**src/rtl/user_wrapper_route_rd_if.sv**
```systemverilog
// rtl/user_wrapper_route_rd_if.sv - read stream bundle (tdata/tkeep/tlast/tid/tvalid/tready)
interface user_wrapper_route_rd_if #(
    parameter int DATA_BITS = 32,
    parameter int ID_BITS   = 4
) ();
    logic [DATA_BITS-1:0]   tdata;
    logic [DATA_BITS/8-1:0] tkeep;
    logic                   tlast;
    logic [ID_BITS-1:0]     tid;
    logic                   tvalid;
    logic                   tready;

    modport master (output tdata, tkeep, tlast, tid, tvalid, input tready);
    modport slave  (input tdata, tkeep, tlast, tid, tvalid, output tready);
endinterface

```
**src/rtl/user_wrapper_route_rd.sv**
```systemverilog
// rtl/user_wrapper_route_rd.sv - command-driven gate that routes one read packet at a time to a mux port
module user_wrapper_route_rd #(
    parameter int N_DESTS       = 4,
    parameter int CMD_DEPTH     = 4,
    parameter int AXI_DATA_BITS = 32
) (
    input  logic                          aclk,
    input  logic                          areset,
    input  logic                          s_cmd_valid,
    output logic                          s_cmd_ready,
    input  logic [1:0]                    s_cmd_dest,
    input  logic [15:0]                   s_cmd_len,
    user_wrapper_route_rd_if.slave        s_axis,
    user_wrapper_route_rd_if.master       m_axis,
    output logic [1:0]                    port_out,
    output logic                          busy,
    output logic                          err_len
);
    localparam int AW = (CMD_DEPTH > 1) ? $clog2(CMD_DEPTH) : 1;
    localparam logic [AW:0] PTR_ONE   = 1;
    localparam logic [2:0]  N_DESTS_L = 3'(N_DESTS);

    localparam logic [0:0] ST_IDLE = 1'b0;
    localparam logic [0:0] ST_FWD  = 1'b1;

    logic [0:0]  state_q, state_d;
    logic [1:0]  port_q, port_d;
    logic [15:0] cnt_q, cnt_d;
    logic        err_q, err_d;
    logic        rdy_en_q, rdy_en_d;
    logic [AW:0] wr_q, wr_d, rd_q, rd_d;
    logic [17:0] mem_q [CMD_DEPTH];
    logic [17:0] mem_d [CMD_DEPTH];

    logic        full, empty, push, fwd, beat, last_cnt, final_beat, dest_ok;
    logic [1:0]  head_dest;
    logic [15:0] head_len;

    assign empty     = (wr_q == rd_q);
    assign full      = (wr_q[AW] != rd_q[AW]) && (wr_q[AW-1:0] == rd_q[AW-1:0]);
    // Ready is held low until the first edge after reset release.
    assign s_cmd_ready = rdy_en_q && !full;
    assign push      = s_cmd_valid && s_cmd_ready;
    assign head_dest = mem_q[rd_q[AW-1:0]][17:16];
    assign head_len  = mem_q[rd_q[AW-1:0]][15:0];
    assign dest_ok   = ({1'b0, head_dest} < N_DESTS_L);

    assign fwd        = (state_q == ST_FWD);
    assign last_cnt   = (cnt_q == 16'd1);
    assign beat       = fwd && s_axis.tvalid && m_axis.tready;
    assign final_beat = beat && (last_cnt || s_axis.tlast);

    assign m_axis.tvalid = fwd && s_axis.tvalid;
    assign s_axis.tready = fwd && m_axis.tready;
    assign m_axis.tlast  = fwd && (last_cnt || s_axis.tlast);
    assign m_axis.tdata  = s_axis.tdata[AXI_DATA_BITS-1:0];
    assign m_axis.tkeep  = s_axis.tkeep[AXI_DATA_BITS/8-1:0];
    assign m_axis.tid    = s_axis.tid;

    assign port_out = port_q;
    assign busy     = fwd;
    assign err_len  = err_q;

    always_comb begin
        state_d  = state_q;
        port_d   = port_q;
        cnt_d    = cnt_q;
        err_d    = 1'b0;
        rdy_en_d = 1'b1;
        wr_d     = wr_q;
        rd_d     = rd_q;
        mem_d    = mem_q;
        if (push) begin
            mem_d[wr_q[AW-1:0]] = {s_cmd_dest, s_cmd_len};
            wr_d = wr_q + PTR_ONE;
        end
        case (state_q)
            ST_IDLE: begin
                if (!empty) begin
                    rd_d = rd_q + PTR_ONE;
                    if ((head_len != 16'd0) && dest_ok) begin
                        port_d  = head_dest;
                        cnt_d   = head_len;
                        state_d = ST_FWD;
                    end else begin
                        err_d = 1'b1;
                    end
                end
            end
            ST_FWD: begin
                if (beat) begin
                    cnt_d = cnt_q - 16'd1;
                    if (final_beat) begin
                        state_d = ST_IDLE;
                        // Length and source tlast must agree on the final beat.
                        err_d   = last_cnt ^ s_axis.tlast;
                    end
                end
            end
            default: state_d = ST_IDLE;
        endcase
    end

    always_ff @(posedge aclk or posedge areset) begin
        if (areset) begin
            state_q  <= ST_IDLE;
            port_q   <= 2'd0;
            cnt_q    <= 16'd0;
            err_q    <= 1'b0;
            rdy_en_q <= 1'b0;
            wr_q     <= '0;
            rd_q     <= '0;
            for (int i = 0; i < CMD_DEPTH; i++) mem_q[i] <= '0;
        end else begin
            state_q  <= state_d;
            port_q   <= port_d;
            cnt_q    <= cnt_d;
            err_q    <= err_d;
            rdy_en_q <= rdy_en_d;
            wr_q     <= wr_d;
            rd_q     <= rd_d;
            for (int i = 0; i < CMD_DEPTH; i++) mem_q[i] <= mem_d[i];
        end
    end
endmodule

```
**src/flat_wrapper.sv**
```systemverilog
// flat-port wrapper written by rule: the top's interface ports become plain ports
module user_wrapper_route_rd_flat 
#(
    parameter int N_DESTS       = 4,
    parameter int CMD_DEPTH     = 4,
    parameter int AXI_DATA_BITS = 32
)
  (aclk, areset, s_cmd_valid, s_cmd_ready, s_cmd_dest, s_cmd_len, port_out, busy, err_len, s_axis_tdata, s_axis_tkeep, s_axis_tlast, s_axis_tid, s_axis_tvalid, s_axis_tready, m_axis_tdata, m_axis_tkeep, m_axis_tlast, m_axis_tid, m_axis_tvalid, m_axis_tready);
  user_wrapper_route_rd_if #(.DATA_BITS(32), .ID_BITS(4)) s_axis_i ();
  user_wrapper_route_rd_if #(.DATA_BITS(32), .ID_BITS(4)) m_axis_i ();
  input  logic aclk;
  input  logic areset;
  input  logic s_cmd_valid;
  output logic s_cmd_ready;
  input  logic [1:0] s_cmd_dest;
  input  logic [15:0] s_cmd_len;
  output logic [1:0] port_out;
  output logic busy;
  output logic err_len;
  input wire logic [$bits(s_axis_i.tdata)-1:0] s_axis_tdata;
  input wire logic [$bits(s_axis_i.tkeep)-1:0] s_axis_tkeep;
  input wire logic [$bits(s_axis_i.tlast)-1:0] s_axis_tlast;
  input wire logic [$bits(s_axis_i.tid)-1:0] s_axis_tid;
  input wire logic [$bits(s_axis_i.tvalid)-1:0] s_axis_tvalid;
  output wire logic [$bits(s_axis_i.tready)-1:0] s_axis_tready;
  output wire logic [$bits(m_axis_i.tdata)-1:0] m_axis_tdata;
  output wire logic [$bits(m_axis_i.tkeep)-1:0] m_axis_tkeep;
  output wire logic [$bits(m_axis_i.tlast)-1:0] m_axis_tlast;
  output wire logic [$bits(m_axis_i.tid)-1:0] m_axis_tid;
  output wire logic [$bits(m_axis_i.tvalid)-1:0] m_axis_tvalid;
  input wire logic [$bits(m_axis_i.tready)-1:0] m_axis_tready;
  assign s_axis_i.tdata = s_axis_tdata;
  assign s_axis_i.tkeep = s_axis_tkeep;
  assign s_axis_i.tlast = s_axis_tlast;
  assign s_axis_i.tid = s_axis_tid;
  assign s_axis_i.tvalid = s_axis_tvalid;
  assign s_axis_tready = s_axis_i.tready;
  assign m_axis_tdata = m_axis_i.tdata;
  assign m_axis_tkeep = m_axis_i.tkeep;
  assign m_axis_tlast = m_axis_i.tlast;
  assign m_axis_tid = m_axis_i.tid;
  assign m_axis_tvalid = m_axis_i.tvalid;
  assign m_axis_i.tready = m_axis_tready;
  user_wrapper_route_rd #(.N_DESTS(N_DESTS), .CMD_DEPTH(CMD_DEPTH), .AXI_DATA_BITS(AXI_DATA_BITS)) u_core (.aclk(aclk), .areset(areset), .s_cmd_valid(s_cmd_valid), .s_cmd_ready(s_cmd_ready), .s_cmd_dest(s_cmd_dest), .s_cmd_len(s_cmd_len), .s_axis(s_axis_i), .m_axis(m_axis_i), .port_out(port_out), .busy(busy), .err_len(err_len));
endmodule
```
**config.mk**
```make
export PLATFORM = sky130hd
export DESIGN_NAME = user_wrapper_route_rd_flat
export DESIGN_NICKNAME = d
export VERILOG_FILES = /design/src/rtl/user_wrapper_route_rd_if.sv /design/src/rtl/user_wrapper_route_rd.sv /design/src/flat_wrapper.sv
export SDC_FILE = /design/constraint.sdc
export NUM_CORES = 1
export LEC_CHECK = 0
export CORE_ASPECT_RATIO = 1.1
export CORE_MARGIN = 2
export CORE_UTILIZATION = 55
export CTS_BUF_LIST = sky130_fd_sc_hd__clkbuf_16
export CTS_CLUSTER_DIAMETER = 30
export DETAILED_ROUTE_END_ITERATION = 16
export PLACE_DENSITY = 0.85
export SYNTH_ARGS = -nofsm -noshare
export SYNTH_HDL_FRONTEND = slang
export SYNTH_SLANG_ARGS = --single-unit
```
**constraint.sdc**
```tcl
create_clock -name aclk -period 5 [get_ports aclk]
set_input_delay 1.25 -clock aclk [delete_from_list [all_inputs] [get_ports aclk]]
set_output_delay 1.25 -clock aclk [all_outputs]
set_load 0.05 [all_outputs]
```
==> results of run 1 <==
## layout by cell type, fill, tap and decap left out, types with 5 or more instances in the layout
cell             netlist  layout
nand2_2                5       5
nor4_1                 8       8
nand3_1                8       8
inv_1                 10      11
clkdlybuf4s50_1        0      31
nand2_1               14      14
mux2_2                73      73
o21ai_0               15      15
nor2_1                19      19
xnor2_1                5       5
clkbuf_16              0       9
nor3_1                 7       7
mux4_2                18      18
dfrtp_1               99      99
buf_4                 43       5
ha_1                   8       8
a21oi_1                9       9
## synthesized netlist by cell type, types with 9 or more instances
cell type   n
dfrtp_1    99
mux2_2     73
buf_4      43
nor2_1     19
mux4_2     18
o21ai_0    15
nand2_1    14
inv_1      10
a21oi_1     9
## through the flow
stage / hold slack (ps) / utilization [%]
2_1_floorplan: 474 / -
3_3_place_gp: 481 / 57.3
3_5_place_dp: 485 / 57.3
4_1_cts: 501 / 60.1
5_1_grt: 517 / 60.1
6_report: 500 / 60.1
## routing by layer
metal / vias up / track usage (%)
met5: - / 0
met4: 0 / 9.26
met3: 31 / 4.01
met2: 144 / 35.8
met1: 1694 / 27.9
li1: 1496 / -
## area by class of cell
type                    instances  share of cell area (%)
clock buffers                   9                    4.03
clock inverters                 7                   0.648
inverters                      10                   0.716
multi-input cells             256                    41.5
flip-flops and latches         99                    44.3
well taps                     117                    2.62
repair buffers                 36                    6.22
## cell families (layout without fill, tap and decap cells)
family	Yosys count	after routing
buffers and inverters	70	62
flip-flops	99	99
AND/OR/NAND/NOR	85	85
other	1	1
adder cells (fa/ha/maj)	8	8
XOR/XNOR	8	8
AO/OA/AOI/OAI	60	60
multiplexers	94	94
## worst paths after layout
check / to / slack [ps] / depth (start not counted)
setup / recovery: m_axis_tlast / 420 / 7
hold / removal: u_core.port_out[0] / 500 / 1
setup reg to reg: u_core.cnt_q[14] / 1880 / 6
hold reg to reg: u_core.port_out[0] / 500 / 1
max in group asynchronous: u_core.rd_q[1] / 2650 / 3
min in group asynchronous: u_core.mem_q[29] / 1520 / 2
## flip-flops by register name, indices dropped and copies added (netlist names)
name and cells:
u_core.rd_q 3, u_core.wr_q 3, u_core.rdy_en_q 1, u_core.mem_q 72
u_core.err_len 1, u_core.cnt_q 16, u_core.busy 1, u_core.port_out 2
## power by group through the flow
stage	logic, uW	registers, uW	clock network, uW
after detailed placement	1370	1400	0
final	1370	1390	615
after CTS	1380	1390	625
after floorplan	1150	1360	0
after global routing	1480	1440	657
after global placement	1320	1360	0
## worst max-delay path: stages (launching register included)
cell and delay (ps):
dfrtp_1 420, or3_1 420, or4_1 480, nor4_1 330, nand3_1 160, ha_1 210
nor2_1 160, clkdlybuf4s50_1 830
==> flow_summary.json, run 1 <==
{
  "dp_slack_ps": 796,
  "synth-adder-area-share_pct": 1.91,
  "p_seq_share_pct": 41.2,
  "tightest_slew_ps": 1030,
  "irDropWorstVdd_mv": 0.434,
  "postSynth.asyncResetShare_pct": 100,
  "synth-compound-area-share_pct": 8.22,
  "met3_length_um": 622,
  "synth_top_area_share_pct": 47.2,
  "fin_crit_sh_pct": 91.5,
  "cts_setup_buffers": 0,
  "vias_per_cell": 6.30,
  "leakagePower_uw": 0.00232,
  "finalNonFillerCells": 534,
  "setup_ws_ps": 424,
  "initial_core_util_pct": 56.5,
  "hold_start": "u_core.port_out[0]",
  "synth_top_family_by_area": "multiplexers",
  "cts_buffers": 9,
  "synth_warnings": 0,
  "clock_latency_ps": 330,
  "drt_iter0_markers": 315,
  "clkPwrFrac_pct": 18.2,
  "synthSimpleGateAreaFrac_pct": 8.67,
  "ioPinCount": 112,
  "crit_path_end_kind": "output port",
  "synth_edf_count": 0,
  "hold_buffers": 0,
  "clk_pin_slew_ps": 60,
  "gp_congestion": 0.933,
  "fmax_mhz": 219,
  "synth.largest_area_cell": "dfrtp_1",
  "start_kind": "flop",
  "grt_usage_pct": 21.5,
  "p_per_area_mw_per_mm2": 605,
  "met2_length_um": 5320,
  "synth-main-ff-cell": "dfrtp_1",
  "multi_input_area_mm2": 0.00232,
  "p_int_uw": 2200,
  "hold_path.class": "flop to flop",
  "ys_top_cells_by_area": "dfrtp_1 (47%), mux2_2 (16%), mux4_2 (7.7%), buf_4 (6.1%), ha_1 (1.9%)",
  "die_h_um": 107,
  "io_buffer_count": 31,
  "synth-seq-cells": 99,
  "cap_viol_max_count": 0,
  "switchingPower_uw": 1190,
  "cts_resized": 0,
  "setup_tns_ps": 0,
  "slew_violations": 0,
  "drcViolationCount": 0,
  "rsz0062_at_grt": "no",
  "regArea_mm2": 0.00248,
  "postSynthCellCount": 425,
  "critPathMaxFanout": 5,
  "cts_buffer_depth": 2,
  "dp.cells": 518,
  "antenna_found_initial": 0,
  "die_w_um": 97.2,
  "grt_max_degree": 86,
  "cts_tree": "done",
  "setup-violations-final": 0,
  "regToRegStartpoint": "u_core.rd_q[1]",
  "place_area_mm2": 0.00533,
  "arrival_ps": 3330,
  "p_sw_share_pct": 35.0,
  "nets": 484,
  "hold_viol_final": 0,
  "p_total_uw": 3380,
  "period_needed_ps": 4580,
  "num_rows": 37,
  "grt_overflow_total": 0,
  "drt-met1-wl_um": 4350,
  "postSynthAreaPerCell_um2": 12.4,
  "totalWireLength_um": 10600,
  "fillers": 678,
  "slew-limit-headroom_pct": 31.4,
  "synth_xor_area_share_pct": 1.33,
  "grt_pass1_vias": 3368,
  "syn-cell-area_mm2": 0.00525,
  "design_area_mm2": 0.00560,
  "area_delta_synth_final_pct": 6.50,
  "p_comb_share_pct": 40.6,
  "final_layout_size_suffix_gt1_share_pct": 29.0,
  "outcome": "complete, no violations",
  "num_vias": 3365,
  "dp_hpwl_um": 7120,
  "required_ps": 3750,
  "synth-seq-area-share_pct": 47.2,
  "dieArea_mm2": 0.0104,
  "avgRoutedWirePerCell_um": 19.9,
  "htree_levels": 3,
  "worstSetupPathType": "flop to output port",
  "grt_first_pass_wirelength_um": 17600,
  "core_area_mm2": 0.00931,
  "syn_nets": 497,
  "cts.sinks": 99,
  "n_antenna_cell": 0,
  "routed.top_layer": "met4",
  "synthDistinctLibCells": 56,
  "fin_skew_ps": 4.62,
  "drt_first_pass_iters": 5,
  "startpoint": "u_core.cnt_q[10]",
  "synthMuxAreaShare_pct": 24.0,
  "cts-root-buf": "clkbuf_16",
  "antenna_left": 0
}
No activity file was read; power rests on OpenSTA's default activity.
==> inputs of run 2 (changes only) <==
Settings changed: CTS_CLUSTER_SIZE set to 10, DONT_BUFFER_PORTS set to 1, PLACE_DENSITY 0.85 to 0.7.
==> run 2 against run 1 <==
  * Clock-buffer cell count is the same
  * Critical path type unchanged
  * Utilization fell by 2.6 points
  * Clock skew grew 1.4 ps
  * Via count is 4.2% lower
  * Largest power group unchanged
==> flow_summary.json, run 2 (synthesis gave the netlist of run 1 again) <==
{
  "hold_buffers": 0,
  "p_int_uw": 2260,
  "leakagePower_uw": 0.00222,
  "vias_per_cell": 6.39,
  "required_ps": 3750,
  "avgRoutedWirePerCell_um": 21.1,
  "htree_levels": 3,
  "p_per_area_mw_per_mm2": 642,
  "clkPwrFrac_pct": 21.5,
  "cts_buffer_depth": 2,
  "period_needed_ps": 3960,
  "antenna_left": 0,
  "layout_common_cells": "dfrtp_1 (99), mux2_2 (73), nor2_1 (19)",
  "mostFrequentLayoutCell": "dfrtp_1",
  "slew_violations": 0,
  "start_kind": "flop",
  "fin_crit_sh_pct": 79.3,
  "drcViolationCount": 0,
  "hold_viol_final": 0,
  "outcome": "complete, no violations",
  "dieArea_mm2": 0.0104,
  "fillers": 740,
  "arrival_ps": 2710,
  "drt_iter0_markers": 204,
  "cts_resized": 0,
  "setup-violations-final": 0,
  "slew-limit-headroom_pct": 32.2,
  "antenna_found_initial": 0,
  "die_w_um": 97.2,
  "clk_pin_slew_ps": 70,
  "cts-root-buf": "clkbuf_16",
  "p_sw_share_pct": 34.1,
  "fin_skew_ps": 5.98,
  "tightest_slew_ps": 1020,
  "grt_first_pass_wirelength_um": 17300,
  "largest_reg_flops": 72,
  "grt_max_degree": 75,
  "core_area_mm2": 0.00931,
  "initial_core_util_pct": 56.5,
  "top_register": "u_core.mem_q",
  "p_seq_share_pct": 42.1,
  "clock_latency_ps": 350,
  "p_comb_share_pct": 36.4,
  "critPathMaxFanout": 5,
  "die_h_um": 107,
  "area_delta_synth_final_pct": 1.81,
  "dp_hpwl_um": 7110,
  "worstSetupPathType": "flop to output port",
  "switchingPower_uw": 1170,
  "cts_tree": "done",
  "cts_setup_buffers": 0,
  "slowest_delay_ps": 480,
  "ioPinCount": 112,
  "crit_path_end_kind": "output port",
  "final_layout_size_suffix_gt1_share_pct": 32.3,
  "grt_overflow_total": 0,
  "irDropWorstVdd_mv": 0.292,
  "hold_path.class": "flop to flop",
  "cts.sinks": 99,
  "n_antenna_cell": 0,
  "num_rows": 37,
  "gp_congestion": 0.901,
  "grt_pass1_vias": 3266,
  "rsz0062_at_grt": "no",
  "totalWireLength_um": 10600,
  "drt_first_pass_iters": 4,
  "top_regs": "u_core.mem_q: 72 flops, u_core.cnt_q: 16 flops",
  "cp_slowest_cell": "or4_1",
  "nets": 454,
  "grt_usage_pct": 21.7,
  "crit_chain": "or3_1, or4_1, nor4_1, nand3_1, ha_1, nor2_1, buf_4",
  "cts_buffers": 9,
  "setup_tns_ps": 0,
  "fmax_mhz": 252,
  "cap_viol_max_count": 0,
  "num_vias": 3223,
  "io_buffer_count": 0,
  "holdWs_ps": 502
}
[run 2: final timing paths]
check	start	endpoint	slack [ps]	cells past startpoint
worst min register to register	u_core.mem_q[29]	u_core.mem_q[29]	500	1
worst min-delay path	u_core.mem_q[29]	u_core.mem_q[29]	500	1
worst max register to register	u_core.rd_q[1]	u_core.cnt_q[14]	1810	6
min in group asynchronous	areset	u_core.mem_q[65]	970	1
max in group asynchronous	areset	u_core.cnt_q[1]	3120	2
worst max-delay path	u_core.cnt_q[10]	m_axis_tlast	1040	7
[run 2: metal layers]
layer / up-vias / wire length (um) / global-route usage, %
li1: 1448 / - / -
met1: 1632 / 4640 / 29.3
met2: 103 / 4950 / 32.3
met3: 40 / 612 / 5.85
met4: 0 / 418 / 11.8
met5: - / 0 / 0
[run 2: stage by stage]
step,setup slack (ps),util [%],total power (uW),std cells,instance area [um2]
5_1_grt,814,57.5,3640,504,5350
3_5_place_dp,1440,54.1,2710,488,5030
6_report,1040,57.5,3430,504,5350
3_3_place_gp,1450,54.1,2650,488,5030
2_1_floorplan,1160,-,2510,425,5250
4_1_cts,1050,57.5,3450,504,5350
[run 2: power groups by stage]
stage,Combinational (uW),Clock (uW),Sequential (uW)
final,1250,739,1440
after global routing,1360,790,1500
after CTS,1260,749,1440
after detailed placement,1250,0,1460
after global placement,1220,0,1430
after floorplan,1150,0,1360
[run 2: area by class of cell]
type / instances / area [um2] / area share (%)
inverters: 10 / 40.0 / 0.749
well taps: 117 / 146 / 2.74
clock inverters: 7 / 92.6 / 1.73
repair buffers: 6 / 45.0 / 0.842
flip-flops and latches: 99 / 2480 / 46.3
multi-input cells: 256 / 2320 / 43.4
clock buffers: 9 / 225 / 4.21
[run 2: critical path, delay by kind of cell (launching register included)]
family | cells | cell delay (ps)
adders and majority gates | 1 | 190
DFF | 1 | 420
and+or+nand+nor | 5 | 1510
buffers and inverters | 1 | 240
==> inputs of run 3 (changes only) <==
Clock period 5 ns to 4.1 ns, I/O delays scaled along.
==> run 3 against run 2 <==
  * Clock-buffer cell count did not move
  * Largest cell class unchanged
  * Critical endpoint unchanged
  * Cell count up 0.79%
  * Highest routed layer unchanged
  * Design area is 0.42% higher
  * Global-route usage grew 0.58 points
  * Worst hold slack got worse by 1.9 ps
==> flow_summary.json, run 3 (synthesis gave the netlist of run 1 again) <==
{
  "outcome": "complete, no violations",
  "antenna_found_initial": 0,
  "cts_tree": "done",
  "worstSetupPathType": "flop to output port",
  "setup_ws_ps": 339,
  "drt_iter0_markers": 253,
  "cp_slowest_cell": "or4_1",
  "drcViolationCount": 0,
  "cts_setup_buffers": 0,
  "clock_latency_ps": 340,
  "grt_overflow_total": 0,
  "totalWireLength_um": 10700,
  "critPathMaxFanout": 5,
  "crit_chain": "or3_1, or4_1, nor4_1, nand3_1, ha_1, nor2_1, buf_4",
  "layout_common_cells": "dfrtp_1 (99), mux2_2 (73), nor2_1 (19)",
  "avgRoutedWirePerCell_um": 21.1,
  "dp_slack_ps": 707,
  "top_register": "u_core.mem_q",
  "start_kind": "flop",
  "cap_viol_max_count": 0,
  "tightest_slew_ps": 861,
  "setup_tns_ps": 0,
  "initial_core_util_pct": 56.5,
  "dp_hpwl_um": 7180,
  "leakagePower_uw": 0.00225,
  "irDropWorstVdd_mv": 0.352,
  "dieArea_mm2": 0.0104,
  "top_regs": "u_core.mem_q: 72 flops, u_core.cnt_q: 16 flops",
  "vias_per_cell": 6.36,
  "regToRegStartpoint": "u_core.rd_q[1]",
  "hold_start": "u_core.mem_q[52]",
  "cts_buffer_depth": 2,
  "slowest_delay_ps": 480,
  "period_needed_ps": 3760,
  "fin_skew_ps": 8.42,
  "fmax_mhz": 266,
  "cts-root-buf": "clkbuf_16",
  "crit_family": "simple AND/OR/NAND/NOR gates",
  "p_per_area_mw_per_mm2": 781,
  "setup-violations-final": 0,
  "p_total_uw": 4200,
  "finish.utilization_pct": 57.7,
  "die_h_um": 107,
  "hold_path.class": "flop to flop",
  "required_ps": 3070,
  "gp_congestion": 0.877,
  "fin_crit_sh_pct": 91.7,
  "slew-limit-headroom_pct": 42.4,
  "largest_reg_flops": 72,
  "cts.sinks": 99,
  "arrival_ps": 2740,
  "final_layout_size_suffix_gt1_share_pct": 32.5,
  "core_area_mm2": 0.00931,
  "cts_resized": 0,
  "num_rows": 37,
  "slew_violations": 0,
  "grt_pass1_vias": 3365,
  "nets": 458,
  "rsz0062_at_grt": "no",
  "n_antenna_cell": 0,
  "mostFrequentLayoutCell": "dfrtp_1",
  "startpoint": "u_core.cnt_q[10]",
  "grt_usage_pct": 22.3,
  "io_buffer_count": 0,
  "holdWs_ps": 500,
  "hold_buffers": 0,
  "ioPinCount": 112,
  "grt_first_pass_wirelength_um": 17900,
  "grt_max_degree": 57,
  "die_w_um": 97.2,
  "antenna_left": 0,
  "hold_viol_final": 0,
  "crit_path_end_kind": "output port",
  "critPathBufInv": 1,
  "num_vias": 3230,
  "clk_pin_slew_ps": 70,
  "cts_buffers": 9,
  "htree_levels": 3,
  "area_delta_synth_final_pct": 2.24,
  "drt_first_pass_iters": 4
}
[run 3: layout make-up]
type / instances / area [um2]
Clock buffer: 9 / 225
Clock inverter: 7 / 85.1
Fill cell: 730 / 3930
Inverter: 10 / 40.0
Multi-Input combinational cell: 256 / 2320
Sequential cell: 99 / 2480
Tap cell: 117 / 146
Timing Repair Buffer: 10 / 75.1
[run 3: routing by layer]
metal  up-vias  global-route usage [%]  routed length (um)
li1       1455                       -                   -
met1      1616                    29.7                4640
met2       131                    35.9                5160
met3        28                    5.98                 729
met4         0                    7.44                 165
met5         -                       0                   0
[run 3: through the flow]
stage               std cells  instance area, um2
CTS                       508                5370
detailed placement        492                5060
floorplan                 425                5250
global route              508                5370
global placement          492                5060
finish                    508                5370
[run 3: where the power goes]
| part | internal [uW] | switching (uW) |
|---|---|---|
| Sequential | 1420 | 368 |
| Clock | 528 | 359 |
| Combinational | 820 | 702 |
| Total | 2770 | 1430 |
[run 3: worst paths after layout]
check,end,slack [ps],depth (start not counted)
worst max-delay path,m_axis_tlast,340,7
worst min-delay path,u_core.mem_q[52],500,1
worst min register to register,u_core.mem_q[52],500,1
min in group asynchronous,u_core.cnt_q[11],670,1
worst max register to register,u_core.cnt_q[14],890,6
max in group asynchronous,u_core.mem_q[63],2640,2
[run 3: worst reg2reg max path, delay by kind of cell (launching register included)]
kind	cells	cell delay, ps
AO/OA/AOI/OAI	2	560
multiplexers	1	340
flip-flops	1	840
buffers and inverters	1	300
AND/OR/NAND/NOR	2	1060
